==> src/rtl/wb_arb_pkg.sv <==
// Shared types and helpers for the Wishbone timer arbiter.
package wb_arb_pkg;

  typedef enum logic [1:0] {
    IDLE  = 2'd0,
    BUSY  = 2'd1,
    ABORT = 2'd2
  } arb_state_e;

  localparam int WB_ADR_W = 32;
  localparam int WB_DAT_W = 32;
  localparam int WB_SEL_W = 4;

  function automatic int unsigned rr_wrap_inc(input int unsigned idx, input int unsigned n);
    return (idx + 32'd1 >= n) ? 32'd0 : idx + 32'd1;
  endfunction

endpackage

==> src/rtl/wb_timer_arbiter_rr_picker.sv <==
// Combinational round-robin selector: first requester at or above ptr, wrapping.
module rr_picker #(
  parameter int NUM_MASTERS = 2,
  parameter int IDX_W       = 1
) (
  input  logic [NUM_MASTERS-1:0] req,
  input  logic [IDX_W-1:0]       ptr,
  output logic [NUM_MASTERS-1:0] gnt,
  output logic [IDX_W-1:0]       idx,
  output logic                   valid
);

  logic [IDX_W-1:0] cand [NUM_MASTERS];

  // cand[k] is the master index k positions above ptr, modulo NUM_MASTERS.
  genvar gi;
  for (gi = 0; gi < NUM_MASTERS; gi++) begin : g_cand
    logic [IDX_W:0] sum;
    assign sum      = {1'b0, ptr} + (IDX_W+1)'(gi);
    assign cand[gi] = (sum >= (IDX_W+1)'(NUM_MASTERS))
                      ? IDX_W'(sum - (IDX_W+1)'(NUM_MASTERS))
                      : IDX_W'(sum);
  end

  // Scan from the farthest candidate down so the nearest requester wins.
  always_comb begin
    idx   = '0;
    valid = 1'b0;
    for (int i = NUM_MASTERS - 1; i >= 0; i--) begin
      if (req[cand[i]]) begin
        idx   = cand[i];
        valid = 1'b1;
      end
    end
    gnt = valid ? (NUM_MASTERS'(1) << idx) : '0;
  end

endmodule

==> src/rtl/wb_timer_arbiter.sv <==
// Round-robin Wishbone arbiter in front of the timer slave, grant locked per cyc.
// Define WB_ARB_TIMEOUT_EN to add the hung-slave watchdog and ABORT state.
module wb_timer_arbiter
  import wb_arb_pkg::*;
#(
  parameter int NUM_MASTERS    = 2,
  parameter int TIMEOUT_CYCLES = 255
) (
  input  logic                            clk_i,
  input  logic                            rst_i,
  input  logic [NUM_MASTERS*WB_ADR_W-1:0] m_adr_i,
  input  logic [NUM_MASTERS*WB_DAT_W-1:0] m_dat_i,
  input  logic [NUM_MASTERS*WB_SEL_W-1:0] m_sel_i,
  input  logic [NUM_MASTERS-1:0]          m_we_i,
  input  logic [NUM_MASTERS-1:0]          m_cyc_i,
  input  logic [NUM_MASTERS-1:0]          m_stb_i,
  output logic [WB_DAT_W-1:0]             m_dat_o,
  output logic [NUM_MASTERS-1:0]          m_ack_o,
  output logic [NUM_MASTERS-1:0]          m_err_o,
  output logic [WB_ADR_W-1:0]             s_adr_o,
  output logic [WB_DAT_W-1:0]             s_dat_o,
  output logic [WB_SEL_W-1:0]             s_sel_o,
  output logic                            s_we_o,
  output logic                            s_cyc_o,
  output logic                            s_stb_o,
  input  logic [WB_DAT_W-1:0]             s_dat_i,
  input  logic                            s_ack_i,
  output logic [NUM_MASTERS-1:0]          gnt_o
);

  localparam int IDX_W = $clog2(NUM_MASTERS);

  if (NUM_MASTERS < 2 || NUM_MASTERS > 4 || TIMEOUT_CYCLES < 1) begin : g_param_check
    $error("wb_timer_arbiter: NUM_MASTERS must be 2..4 and TIMEOUT_CYCLES >= 1");
  end

  arb_state_e             state_reg, state_next;
  logic [NUM_MASTERS-1:0] gnt_reg, gnt_next;
  logic [IDX_W-1:0]       gidx_reg, gidx_next;
  logic [IDX_W-1:0]       rr_ptr_reg, rr_ptr_next;

  logic [NUM_MASTERS-1:0] pick_gnt;
  logic [IDX_W-1:0]       pick_idx;
  logic                   pick_valid;
  logic                   busy, g_cyc, g_stb, timeout_hit;

  rr_picker #(
    .NUM_MASTERS (NUM_MASTERS),
    .IDX_W       (IDX_W)
  ) u_picker (
    .req   (m_cyc_i),
    .ptr   (rr_ptr_reg),
    .gnt   (pick_gnt),
    .idx   (pick_idx),
    .valid (pick_valid)
  );

  assign busy  = (state_reg == BUSY);
  assign g_cyc = m_cyc_i[gidx_reg];
  assign g_stb = m_stb_i[gidx_reg];

`ifdef WB_ARB_TIMEOUT_EN
  localparam int CNT_W = $clog2(TIMEOUT_CYCLES + 1);

  logic [CNT_W-1:0] cnt_reg, cnt_next;

  // Counts strobe cycles without ack; the TIMEOUT_CYCLES-th such cycle aborts.
  always_comb begin
    cnt_next    = '0;
    timeout_hit = 1'b0;
    if (busy && g_cyc && !s_ack_i) begin
      cnt_next = cnt_reg;
      if (g_stb) begin
        if (cnt_reg == CNT_W'(TIMEOUT_CYCLES - 1)) begin
          timeout_hit = 1'b1;
          cnt_next    = '0;
        end else begin
          cnt_next = cnt_reg + CNT_W'(1);
        end
      end
    end
  end

  always_ff @(posedge clk_i or posedge rst_i) begin
    if (rst_i) cnt_reg <= '0;
    else       cnt_reg <= cnt_next;
  end

  assign m_err_o = (state_reg == ABORT) ? gnt_reg : '0;
`else
  assign timeout_hit = 1'b0;
  assign m_err_o     = '0;
`endif

  always_comb begin
    state_next  = state_reg;
    gnt_next    = gnt_reg;
    gidx_next   = gidx_reg;
    rr_ptr_next = rr_ptr_reg;
    case (state_reg)
      IDLE: begin
        if (pick_valid) begin
          state_next = BUSY;
          gnt_next   = pick_gnt;
          gidx_next  = pick_idx;
        end
      end
      BUSY: begin
        if (!g_cyc) begin
          state_next  = IDLE;
          gnt_next    = '0;
          rr_ptr_next = IDX_W'(rr_wrap_inc(32'(gidx_reg), unsigned'(NUM_MASTERS)));
        end else if (timeout_hit) begin
          // Grant is kept through ABORT so the error reaches the right master.
          state_next  = ABORT;
          rr_ptr_next = IDX_W'(rr_wrap_inc(32'(gidx_reg), unsigned'(NUM_MASTERS)));
        end
      end
      default: begin
        state_next = IDLE;
        gnt_next   = '0;
      end
    endcase
  end

  always_ff @(posedge clk_i or posedge rst_i) begin
    if (rst_i) begin
      state_reg  <= IDLE;
      gnt_reg    <= '0;
      gidx_reg   <= '0;
      rr_ptr_reg <= '0;
    end else begin
      state_reg  <= state_next;
      gnt_reg    <= gnt_next;
      gidx_reg   <= gidx_next;
      rr_ptr_reg <= rr_ptr_next;
    end
  end

  assign s_adr_o = busy ? m_adr_i[gidx_reg*WB_ADR_W +: WB_ADR_W] : '0;
  assign s_dat_o = busy ? m_dat_i[gidx_reg*WB_DAT_W +: WB_DAT_W] : '0;
  assign s_sel_o = busy ? m_sel_i[gidx_reg*WB_SEL_W +: WB_SEL_W] : '0;
  assign s_we_o  = busy & m_we_i[gidx_reg];
  assign s_cyc_o = busy & g_cyc;
  assign s_stb_o = busy & g_stb;

  assign m_ack_o = (busy && s_ack_i) ? gnt_reg : '0;
  assign m_dat_o = s_dat_i;
  assign gnt_o   = gnt_reg;

endmodule

==> config.mk <==
export PLATFORM = sky130hd
export DESIGN_NAME = wb_timer_arbiter
export DESIGN_NICKNAME = d
export VERILOG_FILES = /design/src/rtl/wb_arb_pkg.sv /design/src/rtl/wb_timer_arbiter_rr_picker.sv /design/src/rtl/wb_timer_arbiter.sv
export SDC_FILE = /design/constraint.sdc
export NUM_CORES = 1
export LEC_CHECK = 0
export BUFFER_PORTS_ARGS = -buffer_cell sky130_fd_sc_hd__clkbuf_2
export CORE_AREA = 8 8 106 108
export CTS_CLUSTER_SIZE = 20
export DETAILED_ROUTE_END_ITERATION = 8
export DIE_AREA = 0 0 114 116
export GPL_TIMING_DRIVEN = 0
export SYNTH_ARGS = -nofsm -noshare
export SYNTH_HDL_FRONTEND = slang
export SYNTH_HIERARCHICAL = 1
export SYNTH_SLANG_ARGS = --single-unit
==> constraint.sdc <==
create_clock -name clk_i -period 2.9 [get_ports clk_i]
set_input_delay 0.58 -clock clk_i [delete_from_list [all_inputs] [get_ports clk_i]]
set_output_delay 0.58 -clock clk_i [all_outputs]
set_load 0.02 [all_outputs]
# Word-level counts from Yosys, hierarchy flattened
# Index checks and enable logic that the tools add are counted.
# op_classes
add_sub_neg	4
n_lt_le_gt_ge	6
n_eq_ne	3
shifts	4
n_mux	26
bitwise_logic	4
n_reduce_logical	5
# ops
operator	n
64-bit by 7-bit variable part select with 32-bit output	2
32-bit two-way mux	2
1-bit two-way mux	17
2-bit two-way mux	4
2-bit case mux with 2 select lines	2
8-bit by 4-bit variable part select with 4-bit output	1
1-bit by 2-bit less-than comparator with 1-bit output (second input constant)	3
2-bit AND reduction	3
1-bit by 1-bit adder with 2-bit output (second input constant)	2
2-bit greater-or-equal comparator (second input constant)	2
4-bit two-way mux	1
2-bit inequality test (second input constant)	2
1-bit AND	3
2-bit by 1-bit equality test with 1-bit output (second input constant)	1
1-bit by 2-bit greater-or-equal comparator with 1-bit output (second input constant)	1
2-bit logical NOT	1
1-bit by 1-bit left shift with 2-bit output (first input constant)	1
1-bit subtractor (second input constant)	2
1-bit logical AND	1
1-bit inverter	1
# totals
ff_bits	6
in_bits	177
output_inout_bits	109
word_cells	56

# Logic depth before layout (Yosys ltp)
# depth
word_depth	10
mapped_depth	4
mapped_depth_nobuf	3

# Hierarchy
# Netlist, hierarchy kept.
# by_module_without_submodules
module	n_inst	cells_per_inst	area_per_inst_um2	seq_area_each_um2
wb_timer_arbiter	1	213	1594.0	125.1
rr_picker	1	5	32.5	0.0

# Least setup slack after synthesis
# OpenSTA, ideal clock, no wires.
# synth_path
kind	reg2out
from	register gidx_reg
to	output s_dat_o[26]
t_arrival_ns	1.078
required_time_ns	2.320
path_slack_ns	1.242
stages_incl_launch_ff	5
n_path_buf	2
path_cell_list	dfrtp_1 -> buf_6 -> buf_4 -> mux2i_1 -> nor2_1
# synth_via
elab_chain_cells	2
# synth_rtl
element	line	text
start: declaration	wb_timer_arbiter.sv:39	logic [IDX_W-1:0] gidx_reg, gidx_next;
start signal: assignment	wb_timer_arbiter.sv:135	gidx_reg <= gidx_next;
64-bit by 7-bit variable part select with 32-bit output	wb_timer_arbiter.sv:141	assign s_dat_o = busy ? m_dat_i[gidx_reg*WB_DAT_W +: WB_DAT_W] : '0;
32-bit two-way mux	wb_timer_arbiter.sv:141	
end: declaration	wb_timer_arbiter.sv:21	output logic [WB_DAT_W-1:0] s_dat_o,
# No other way between the ends.

# Worst setup path after layout
# layout_path
from	register gidx_reg
to	output s_dat_o[5]
# The elaborated chain is that of the path after synthesis.

==> metrics.cfg <==
[route]
antenna_left = 0
drc = 0
drt-initial-drc-count = 111
routedWlPerCell_um = 14.9
vias = 2414
finalWirelength_um = 9030
vias_per_cell = 3.98
first_pass_iters = 3

[cells_and_area]
mostFrequentLayoutCells = clkbuf_2, mux2i_1, nor2_1, buf_4, buf_2
fill_cells = 1037
num_antenna_cells = 0
multi_input_area_um2 = 1110
layout.nets = 652
largest_reg_flops = 2
final_common_cell = clkbuf_2
seqCellArea_um2 = 125
area_delta_synth_final_pct = 90.5
drive_gt1_share_pct = 64.8

[timing]
slew_violations = 0
skew_ps = 0.847
hold_viol = 0
finalSetupViolCount = 0
final.period_utilization_pct = 74.4
fin_setup_tns_ps = 0
rsz0062_at_grt = false
max_freq_mhz = 464
post-route-min-period_ps = 2160

[cts]
cts_sinks = 5
cts_resized = 0
clk-insertion-delay-late_ps = 220
cts_tree = built
cts_root_buffer = clkbuf_8
cts_hold_buf = 0
numCtsBuffers = 3
cts_max_level = 1
path_clk_slew_ps = 30
clock_path_buffers = 2
cts_setup_buffers = 0

[grt]
grt_pass1_vias = 2656
overflow = 0
grt_max_degree = 11
grt_antenna_before_repair = 0
grt_usage_pct = 12.0
grt_pass1_wl_um = 13000

[place]
gp_congestion = 0.901
io_buffers = 251
post-dp-hpwl_um = 8340

[critical_path]
arrival_ps = 1580
critPathRequiredTime_ps = 2320
r2r_setup_slack_ps = 1690
cp-start-kind = flip-flop
crit_type = flip-flop to output port
crit_fanout = 10
worstSetupEndpointType = output port
reg2reg_depth = 4

[floorplanning]
die_w_um = 114
die-area_um2 = 13200
boundaryPins = 286
core_area_um2 = 9550
initial_utilization_pct = 17.0
rows = 36
die_h_um = 116

[power]
peakVddDrop_uv = 296
powerDensity_nw_per_um2 = 868
power.total_mw = 2.69
leakagePower_nw = 1.99

[synthesis]
synth_area_um2 = 1630
yosysSeqAreaShare_pct = 7.69
synth-seq-cells = 5
syn_avg_cell_area_um2 = 7.46
synth_cell_types = 20
yosysWarnings = 6
syn_inst = 218

[job]
max_cap_viol_count = 0

[run_status]
status = finished clean

[worst_hold_path]
min-delay-path-class = primary input to asynchronous set/reset pin

through the flow:
step / utilization (%) / setup WS [ps] / cell area (um2) / hold WS (ps) / instances
after floorplan: - / 1240 / 1630 / 359 / 219
after global placement: 32.0 / 879 / 3050 / 461 / 603
after detailed placement: 32.0 / 869 / 3050 / 464 / 603
after CTS: 32.4 / 630 / 3100 / 234 / 607
after global routing: 32.4 / 622 / 3100 / 260 / 607
final: 32.4 / 743 / 3100 / 230 / 607
Yosys cell counts (all sizes together):
| master | count | area, um2 |
|---|---|---|
| mux2 | 1 | 11.3 |
| dfrtp | 5 | 125 |
| a22o | 1 | 8.76 |
| and3 | 2 | 12.5 |
| buf | 50 | 382 |
| o21ai | 2 | 10.0 |
| o2bb2ai | 1 | 8.76 |
| nor2b | 1 | 6.26 |
| a21oi | 1 | 5.00 |
| a21boi | 3 | 22.5 |
| mux2i | 73 | 734 |
| inv | 4 | 15.0 |
| conb | 1 | 3.75 |
| nor2 | 71 | 269 |
| or2 | 2 | 12.5 |
where the power goes:
part | internal, mW | switching, mW | total (mW)
clock network | 0.0942 | 0.0325 | 0.127
registers | 0.101 | 0.0203 | 0.121
logic | 0.936 | 1.51 | 2.44
routing by layer:
layer	global-route usage, %	routed length, um	vias up
met5	0	0	-
met4	2.40	83	0
met3	4.22	1070	6
met2	23.0	4590	172
met1	12.2	3290	1038
li1	-	-	1198
final timing paths:
kind | start | to
worst min register to register | gnt_o[1] | gnt_o[1]
worst min-delay path | rst_i | state_reg[0]
max in group asynchronous | rst_i | gnt_o[1]
worst max-delay path | gidx_reg | s_dat_o[5]
worst max register to register | gidx_reg | gnt_o[1]
min in group clk_i | gnt_o[1] | gnt_o[1]
cells by family (layout without fill, tap and decap cells):
kind of cell    count (synthesis)  after routing  synth area share [%]
simple gates                   76             76                  18.5
mux                            74             74                  45.8
compound gates                  8              8                  3.38
buf+inv                        54            309                  24.4
flops                           5              5                  7.69
other cells                     1              2                 0.231
critical path, cell delays in order (launching register included):
cell,delay [ps]
dfrtp_1,330
buf_6,180
buf_6,200
mux2i_1,390
nor2_1,70
clkbuf_2,170
final cells by class:
| type | count | share of cell area (%) |
|---|---|---|
| timing repair buffer | 251 | 40.5 |
| inverter | 4 | 0.485 |
| tap | 133 | 5.37 |
| buffer | 50 | 12.3 |
| clock buffer | 4 | 1.45 |
| sequential | 5 | 4.04 |
| multi-input combinational | 160 | 35.8 |
Note: power is estimated with default switching activity, not from simulation.
